## src/rtl/execute_stage_mc.sv

```systemverilog
// Execute stage: operand forwarding, single-cycle ALU, iterative shift-add multiplier
// and the EX/MEM (M) pipeline latch with valid/flush/stall handling.
module execute_stage_mc #(
  parameter int DATA_W = 8,
  parameter int ADDR_W = 2,
  parameter int CTRL_W = 12
) (
  input  logic              clk,
  input  logic              rst_n,
  input  logic              ex_valid,
  input  logic              ex_flush,
  input  logic              mem_stall,
  input  logic [3:0]        alu_op,
  input  logic [1:0]        a_sel,
  input  logic [1:0]        b_sel,
  input  logic [DATA_W-1:0] data1,
  input  logic [DATA_W-1:0] data2,
  input  logic [DATA_W-1:0] imm,
  input  logic [DATA_W-1:0] pc,
  input  logic [DATA_W-1:0] wb_data,
  input  logic [ADDR_W-1:0] dest_ex,
  input  logic [CTRL_W-1:0] ctrl_ex,
  output logic              ex_stall,
  output logic              m_valid,
  output logic [DATA_W-1:0] alu_result_m,
  output logic [3:0]        flags_m,
  output logic [DATA_W-1:0] store_m,
  output logic [DATA_W-1:0] pc_m,
  output logic [ADDR_W-1:0] dest_m,
  output logic [CTRL_W-1:0] ctrl_m
);

  localparam int CNT_W = $clog2(DATA_W);

  localparam logic [3:0] OP_ADD  = 4'd0;
  localparam logic [3:0] OP_SUB  = 4'd1;
  localparam logic [3:0] OP_AND  = 4'd2;
  localparam logic [3:0] OP_OR   = 4'd3;
  localparam logic [3:0] OP_XOR  = 4'd4;
  localparam logic [3:0] OP_NOTA = 4'd5;
  localparam logic [3:0] OP_SHL  = 4'd6;
  localparam logic [3:0] OP_SHR  = 4'd7;
  localparam logic [3:0] OP_MUL  = 4'd8;
  localparam logic [3:0] OP_INC  = 4'd9;
  localparam logic [3:0] OP_DEC  = 4'd10;

  typedef enum logic [1:0] {S_IDLE, S_MUL, S_DONE} state_t;
  typedef enum logic [1:0] {M_HOLD, M_BUBBLE, M_ALU, M_MUL} mctl_t;

  state_t state, state_next;
  mctl_t  m_ctl;
  logic   mul_start;

  logic [DATA_W-1:0]   op_a, b_fwd, op_b, arith_b;
  logic [DATA_W:0]     add_w, sub_w;
  logic [DATA_W-1:0]   res;
  logic                c_flag, v_flag;
  logic [3:0]          alu_flags;

  logic [DATA_W-1:0]   mul_a, mul_store;
  logic [2*DATA_W-1:0] prod, prod_next;
  logic [DATA_W:0]     step_sum;
  logic [CNT_W-1:0]    cnt;

  // Forwarding muxes; b_fwd is the store value, so imm never reaches store_m
  always_comb begin
    unique case (a_sel)
      2'd1:    op_a = alu_result_m;
      2'd2:    op_a = wb_data;
      default: op_a = data1;
    endcase
    unique case (b_sel)
      2'd1:    b_fwd = alu_result_m;
      2'd2:    b_fwd = wb_data;
      default: b_fwd = data2;
    endcase
    op_b = (b_sel == 2'd3) ? imm : b_fwd;
  end

  assign arith_b = ((alu_op == OP_INC) || (alu_op == OP_DEC)) ? DATA_W'(1) : op_b;
  assign add_w   = {1'b0, op_a} + {1'b0, arith_b};
  assign sub_w   = {1'b0, op_a} - {1'b0, arith_b};

  always_comb begin
    res    = '0;
    c_flag = 1'b0;
    v_flag = 1'b0;
    case (alu_op)
      OP_ADD, OP_INC: begin
        res    = add_w[DATA_W-1:0];
        c_flag = add_w[DATA_W];
        v_flag = (op_a[DATA_W-1] == arith_b[DATA_W-1]) && (res[DATA_W-1] != op_a[DATA_W-1]);
      end
      OP_SUB, OP_DEC: begin
        res    = sub_w[DATA_W-1:0];
        c_flag = ~sub_w[DATA_W];
        v_flag = (op_a[DATA_W-1] != arith_b[DATA_W-1]) && (res[DATA_W-1] != op_a[DATA_W-1]);
      end
      OP_AND:  res = op_a & op_b;
      OP_OR:   res = op_a | op_b;
      OP_XOR:  res = op_a ^ op_b;
      OP_NOTA: res = ~op_a;
      OP_SHL: begin
        res    = {op_a[DATA_W-2:0], 1'b0};
        c_flag = op_a[DATA_W-1];
      end
      OP_SHR: begin
        res    = {1'b0, op_a[DATA_W-1:1]};
        c_flag = op_a[0];
      end
      OP_MUL:  res = '0;
      default: res = op_b;
    endcase
  end

  assign alu_flags = {v_flag, c_flag, res[DATA_W-1], res == '0};

  // One shift-add step: conditionally add A into the high half, then shift right
  assign step_sum  = {1'b0, prod[2*DATA_W-1:DATA_W]} + {1'b0, (prod[0] ? mul_a : '0)};
  assign prod_next = {step_sum, prod[DATA_W-1:1]};

  assign mul_start = (state == S_IDLE) && ex_valid && (alu_op == OP_MUL) && !ex_flush;

  always_ff @(posedge clk or negedge rst_n) begin
    if (!rst_n) state <= S_IDLE;
    else        state <= state_next;
  end

  always_comb begin
    state_next = state;
    unique case (state)
      S_IDLE: if (mul_start && !mem_stall) state_next = S_MUL;
      S_MUL: begin
        if (ex_flush)                        state_next = S_IDLE;
        else if (cnt == CNT_W'(DATA_W - 1))  state_next = S_DONE;
      end
      S_DONE: if (ex_flush || !mem_stall) state_next = S_IDLE;
      default: state_next = S_IDLE;
    endcase
  end

  always_comb begin
    ex_stall = mem_stall || mul_start || (state == S_MUL);
    m_ctl    = M_HOLD;
    if (!mem_stall) begin
      if ((state == S_MUL) || mul_start)  m_ctl = M_BUBBLE;
      else if (state == S_DONE)           m_ctl = ex_flush ? M_BUBBLE : M_MUL;
      else if (ex_flush || !ex_valid)     m_ctl = M_BUBBLE;
      else                                m_ctl = M_ALU;
    end
  end

  always_ff @(posedge clk or negedge rst_n) begin
    if (!rst_n) begin
      mul_a     <= '0;
      mul_store <= '0;
      prod      <= '0;
      cnt       <= '0;
    end else begin
      if ((state == S_IDLE) && (state_next == S_MUL)) begin
        mul_a     <= op_a;
        mul_store <= b_fwd;
        prod      <= {{DATA_W{1'b0}}, op_b};
      end else if (state == S_MUL) begin
        prod <= prod_next;
      end
      if ((state == S_MUL) && (state_next == S_MUL)) cnt <= cnt + CNT_W'(1);
      else                                          cnt <= '0;
    end
  end

  always_ff @(posedge clk or negedge rst_n) begin
    if (!rst_n) begin
      m_valid      <= 1'b0;
      alu_result_m <= '0;
      flags_m      <= '0;
      store_m      <= '0;
      pc_m         <= '0;
      dest_m       <= '0;
      ctrl_m       <= '0;
    end else begin
      unique case (m_ctl)
        M_BUBBLE: begin
          m_valid <= 1'b0;
          ctrl_m  <= '0;
        end
        M_ALU: begin
          m_valid      <= 1'b1;
          alu_result_m <= res;
          flags_m      <= alu_flags;
          store_m      <= b_fwd;
          pc_m         <= pc;
          dest_m       <= dest_ex;
          ctrl_m       <= ctrl_ex;
        end
        M_MUL: begin
          m_valid      <= 1'b1;
          alu_result_m <= prod[DATA_W-1:0];
          flags_m      <= {|prod[2*DATA_W-1:DATA_W], 1'b0, prod[DATA_W-1], prod[DATA_W-1:0] == '0};
          store_m      <= mul_store;
          pc_m         <= pc;
          dest_m       <= dest_ex;
          ctrl_m       <= ctrl_ex;
        end
        default: ;
      endcase
    end
  end

endmodule
```

## config.mk

```make
export PLATFORM = sky130hd
export DESIGN_NAME = execute_stage_mc
export DESIGN_NICKNAME = d
export VERILOG_FILES = /design/src/rtl/execute_stage_mc.sv
export SDC_FILE = /design/constraint.sdc
export NUM_CORES = 1
export LEC_CHECK = 0
export CAP_MARGIN = 20
export CORE_ASPECT_RATIO = 0.9
export CORE_MARGIN = 8
export CORE_UTILIZATION = 48
export DETAILED_ROUTE_END_ITERATION = 8
export PLACE_DENSITY = 0.86
export SLEW_MARGIN = 10
export SYNTH_ARGS = -nofsm -noshare
export SYNTH_HDL_FRONTEND = slang
export SYNTH_SLANG_ARGS = --single-unit
```

## constraint.sdc

```tcl
create_clock -name clk -period 3.25 [get_ports clk]
set_input_delay 0.65 -clock clk [delete_from_list [all_inputs] [get_ports clk]]
set_output_delay 0.65 -clock clk [all_outputs]
set_load 0.01 [all_outputs]
```

==> results list <==
- The flow ran to the end, but the final reports show violations.
- The final reports fail on negative setup slack.
* Chip width: 131 µm
* Critical-path maximum fanout: 3
- The signal on the critical path passes through buf_12, inv_12, ha_4, a22oi_2, nor2_4, a21oi_2, o21a_1, nand2_2, buf_4, buf_4, ha_4, fa_2, nor2b_1, a21oi_1, nor2_1, o32ai_2, or3b_1, or4_1, o21ai_1.
- Buffers on Ports: 110
* Compound-gate portion of the synthesized area: 0.260
- Clock tree synthesis selected as its root buffer the cell clkbuf_16.
* Power density over the cells: 492 nW/µm²
* Number of flops mapped to enable cells by yosys: 0
* Worst min path class: input port to async pin
- In the routed design, unresolved DRC markers number 0.
- TritonCTS built the clock tree.
* Global-route wire length before repair: about 34000 µm
- R2R setup slack: -0.49 ns
- Proportion of synthesized flip-flops having asynchronous set or reset: 1.00
- Entering global routing, the biggest net connects 80 pins.
- Routed metal-1 wirelength: approximately 8800 µm
* Total clock buffers created by CTS: 9
- Biggest area contributors in the synthesized netlist: dfrtp_1 (34%), ha_1 (10%), a21oi_1 (5.0%)
* Setup crit start kind: input port
* Area taken by flip-flops and latches: 1980 µm²
- Leading post-synthesis cells by instance count: dfrtp_1 (79), nor2_1 (67), nand2_1 (62)
- Overall power: about 4.5 mW
- Total congestion overflow: 0
* Critical R2R Launch: alu_result_m[0]$_DFFE_PN0N_
- The worst pin sits at a relative slew slack of 0.341.
- Initial standard-cell utilization of the core: 0.484
- Once layout is complete, the cells apart from fillers number 1084.
- Final RePlAce weighted congestion: 0.975
- Final hold viol count: 0
- After detailed placement, the design holds a cell count of 1029.
- Post-Place Worst Slack: -1.37 ns
- The synthesized design contains 79 register bits.
- Largest family of logic cells by synthesized area: compound AO/OA/AOI/OAI gates
- Max-slew violation count: 0
- CTS built an H-tree with a depth of 3.
- Number of rows in the core area: 38
- Number of global-route vias before repair: 6570
* Clock transition at path regs: 0.07 ns
- Multi-input combinational cell area: 4050 µm²
* Total I/O pin count: 111
- Detail Route met2 WL: 11800 µm
- Syn Std Cell Area: between 5000 and 6000 µm²
* Antenna-violating nets left: 0
* Die height: 120 µm
* Final setup violating endpoints: 10
* Global router's overall resource usage: 0.269
- The Yosys step of the flow raised 0 warnings.
- Half-perimeter wire length of the detailed placement result: 15500 µm
- The first detailed-routing pass ran for 7 iterations.
- A synthesized cell averages 8.54 µm².
- Hold Buf Count CTS: 0
- Synthesis produced a netlist with a net count of 791.
- The first routing iteration left ~900 violations.
- Number of nets in the finished design: about 1.0k
* Core area: 11900 µm²
* Post-Route WL: between 20000 and 30000 µm
* Setup crit end kind: flop
* Sequential-to-total area share from yosys stat: 0.344
- The critical path is of the input port to flop type.
- After layout, the worst setup slack is -0.701 ns.
- In the detailed route, the total length drawn on met3 is 2860 µm.
- Of the total synthesized cell area, the portion taken by full adders, half adders and majority gates is 0.115.
- Mux contribution to synthesized area: 0.0407
- Total negative slack for setup checks: -2.98 ns
- After filler insertion, the fill cell instance count of the layout stands at 697.
- Derived from the worst setup path, the maximum achievable clock frequency is 253 MHz.
- Floorplan die area: roughly 16000 µm²
- In this run the static leakage power is 4.16 nW.
* Number of distinct library cells after synthesis: 63
- Biggest cell delay along the critical path: 0.54 ns
- Via count: a little under 7k
- Number of maximum-capacitance constraint violations: 0
- For this run, the leading register cell type out of synthesis is dfrtp_1.
- The highest layer touched by signal routing is met4.
- Clock net sink count: 79
- Post-route clock period utilization: 1.22
* Post-synthesis xor/xnor area fraction: 0.0168
- VDD sags by at most ~340 µV.
- After detailed routing, the average wire length per cell comes to 23.2 µm.
- Timing startpoint of the critical path: b_sel[0]
* CP top delay family: simple AND/OR/NAND/NOR gates
- Synth-to-layout area growth: 60.7%
- Per-cell via count in the routed design: 6.32
- Of the cells placed in the final design, the portion with a size suffix greater than 1 is 0.338.
- Inserted Diodes: 0
* Endpoint arrival time on the critical path: 4.22 ns
* Cell type of the slowest stage on the worst timing path: fa_2
- The initial antenna violation count came to 0.
- Data required time of the worst path: 3.52 ns
- Bufs and invs on worst path: 4
* Time the worst path needs with I/O delays and setup: 3.95 ns
- In the synthesized netlist, the number of instances is 673.
- The longest clock path from root to sink contains 2 buffers.
* Clock skew after layout: between 0.006 and 0.007 ns
- Unrepaired setup endpoints after global routing: yes
- The synthesized design spends more area on one cell type than any other, namely dfrtp_1.
- Yosys top cell area share: 0.344
- Clock latency of the later-clocked register in the worst-skew pair: 0.35 ns
- Post-Synth Simple-Gate Area: 0.159
- Transition time at the pin with the least slew margin: just under 1 ns
* Most numerous cell in the Yosys netlist: dfrtp_1
## state kept, by name, summed over array words and instances, names as in the netlist
signal        flops
prod             16
ctrl_m           12
mul_a             8
mul_store         8
pc_m              8
store_m           8
alu_result_m      7
flags_m           4
cnt               3
dest_m            2
state             2
m_valid           1
## per-layer routing
layer / up-vias / global-route usage
li1: 2893 / -
met1: 3221 / 0.322
met2: 578 / 0.457
met3: 162 / 0.0744
met4: 0 / 0.0982
met5: - / 0
## stage by stage
step | hold slack (ns) | instance area [µm²] | util
after CTS | 0.445 | 8820 | 0.742
after detailed placement | 0.435 | 7980 | 0.671
after floorplan | 0.354 | 5940 | -
after global placement | 0.430 | 7980 | 0.671
after global routing | 0.240 | 9240 | 0.777
final | 0.219 | 9240 | 0.777
## cell type report
class	count	area share
Clock buffer	9	0.0244
Clock inverter	7	0.0103
Inverter	48	0.0219
Multi-Input combinational cell	504	0.439
Sequential cell	79	0.214
Tap cell	160	0.0217
Timing Repair Buffer	277	0.269
## cells by family after synthesis
group | count (synthesis)
compound gates | 222
simple gates | 198
buf+inv | 90
flops | 79
fa+ha+maj | 51
mux | 22
xor+xnor | 11
## path summary, 6_finish.rpt
check / end / depth (start not counted)
min: store_m[4]$_DFFE_PN0N_ / 1
max: flags_m[0]$_DFFE_PN0N_ / 19
max in group asynchronous: pc_m[7]$_DFFE_PN0N_ / 2
max reg2reg: flags_m[0]$_DFFE_PN0N_ / 16
min in group clk: cnt[0]$_DFF_PN0_ / 1
min reg2reg: cnt[0]$_DFF_PN0_ / 1
## cell usage in the layout (no fill, tap or decap), drive strengths merged, types with 13 or more instances in the layout
cell,n
dfrtp,79
nor2b,13
nand2,62
a22o,13
clkdlybuf4s50,99
nand3,15
nor2,68
ha,48
a21oi,57
buf,170
a221o,16
o21ai,57
inv,49
## timing repair
| item | 4_1_cts | 5_1_grt |
|---|---|---|
| pin swaps | 37 | 31 |
| resized for setup | 103 | 61 |
| setup endpoints to repair | 12 | 10 |
| setup buffers | 25 | 16 |
## where the power goes
group / switching [mW] / internal [mW] / total (mW)
Sequential: 0.175 / 1.15 / 1.33
Combinational: 1.04 / 1.07 / 2.10
Clock: 0.442 / 0.674 / 1.12
Total: 1.65 / 2.89 / 4.55
Power figures use the tool's default switching activity.
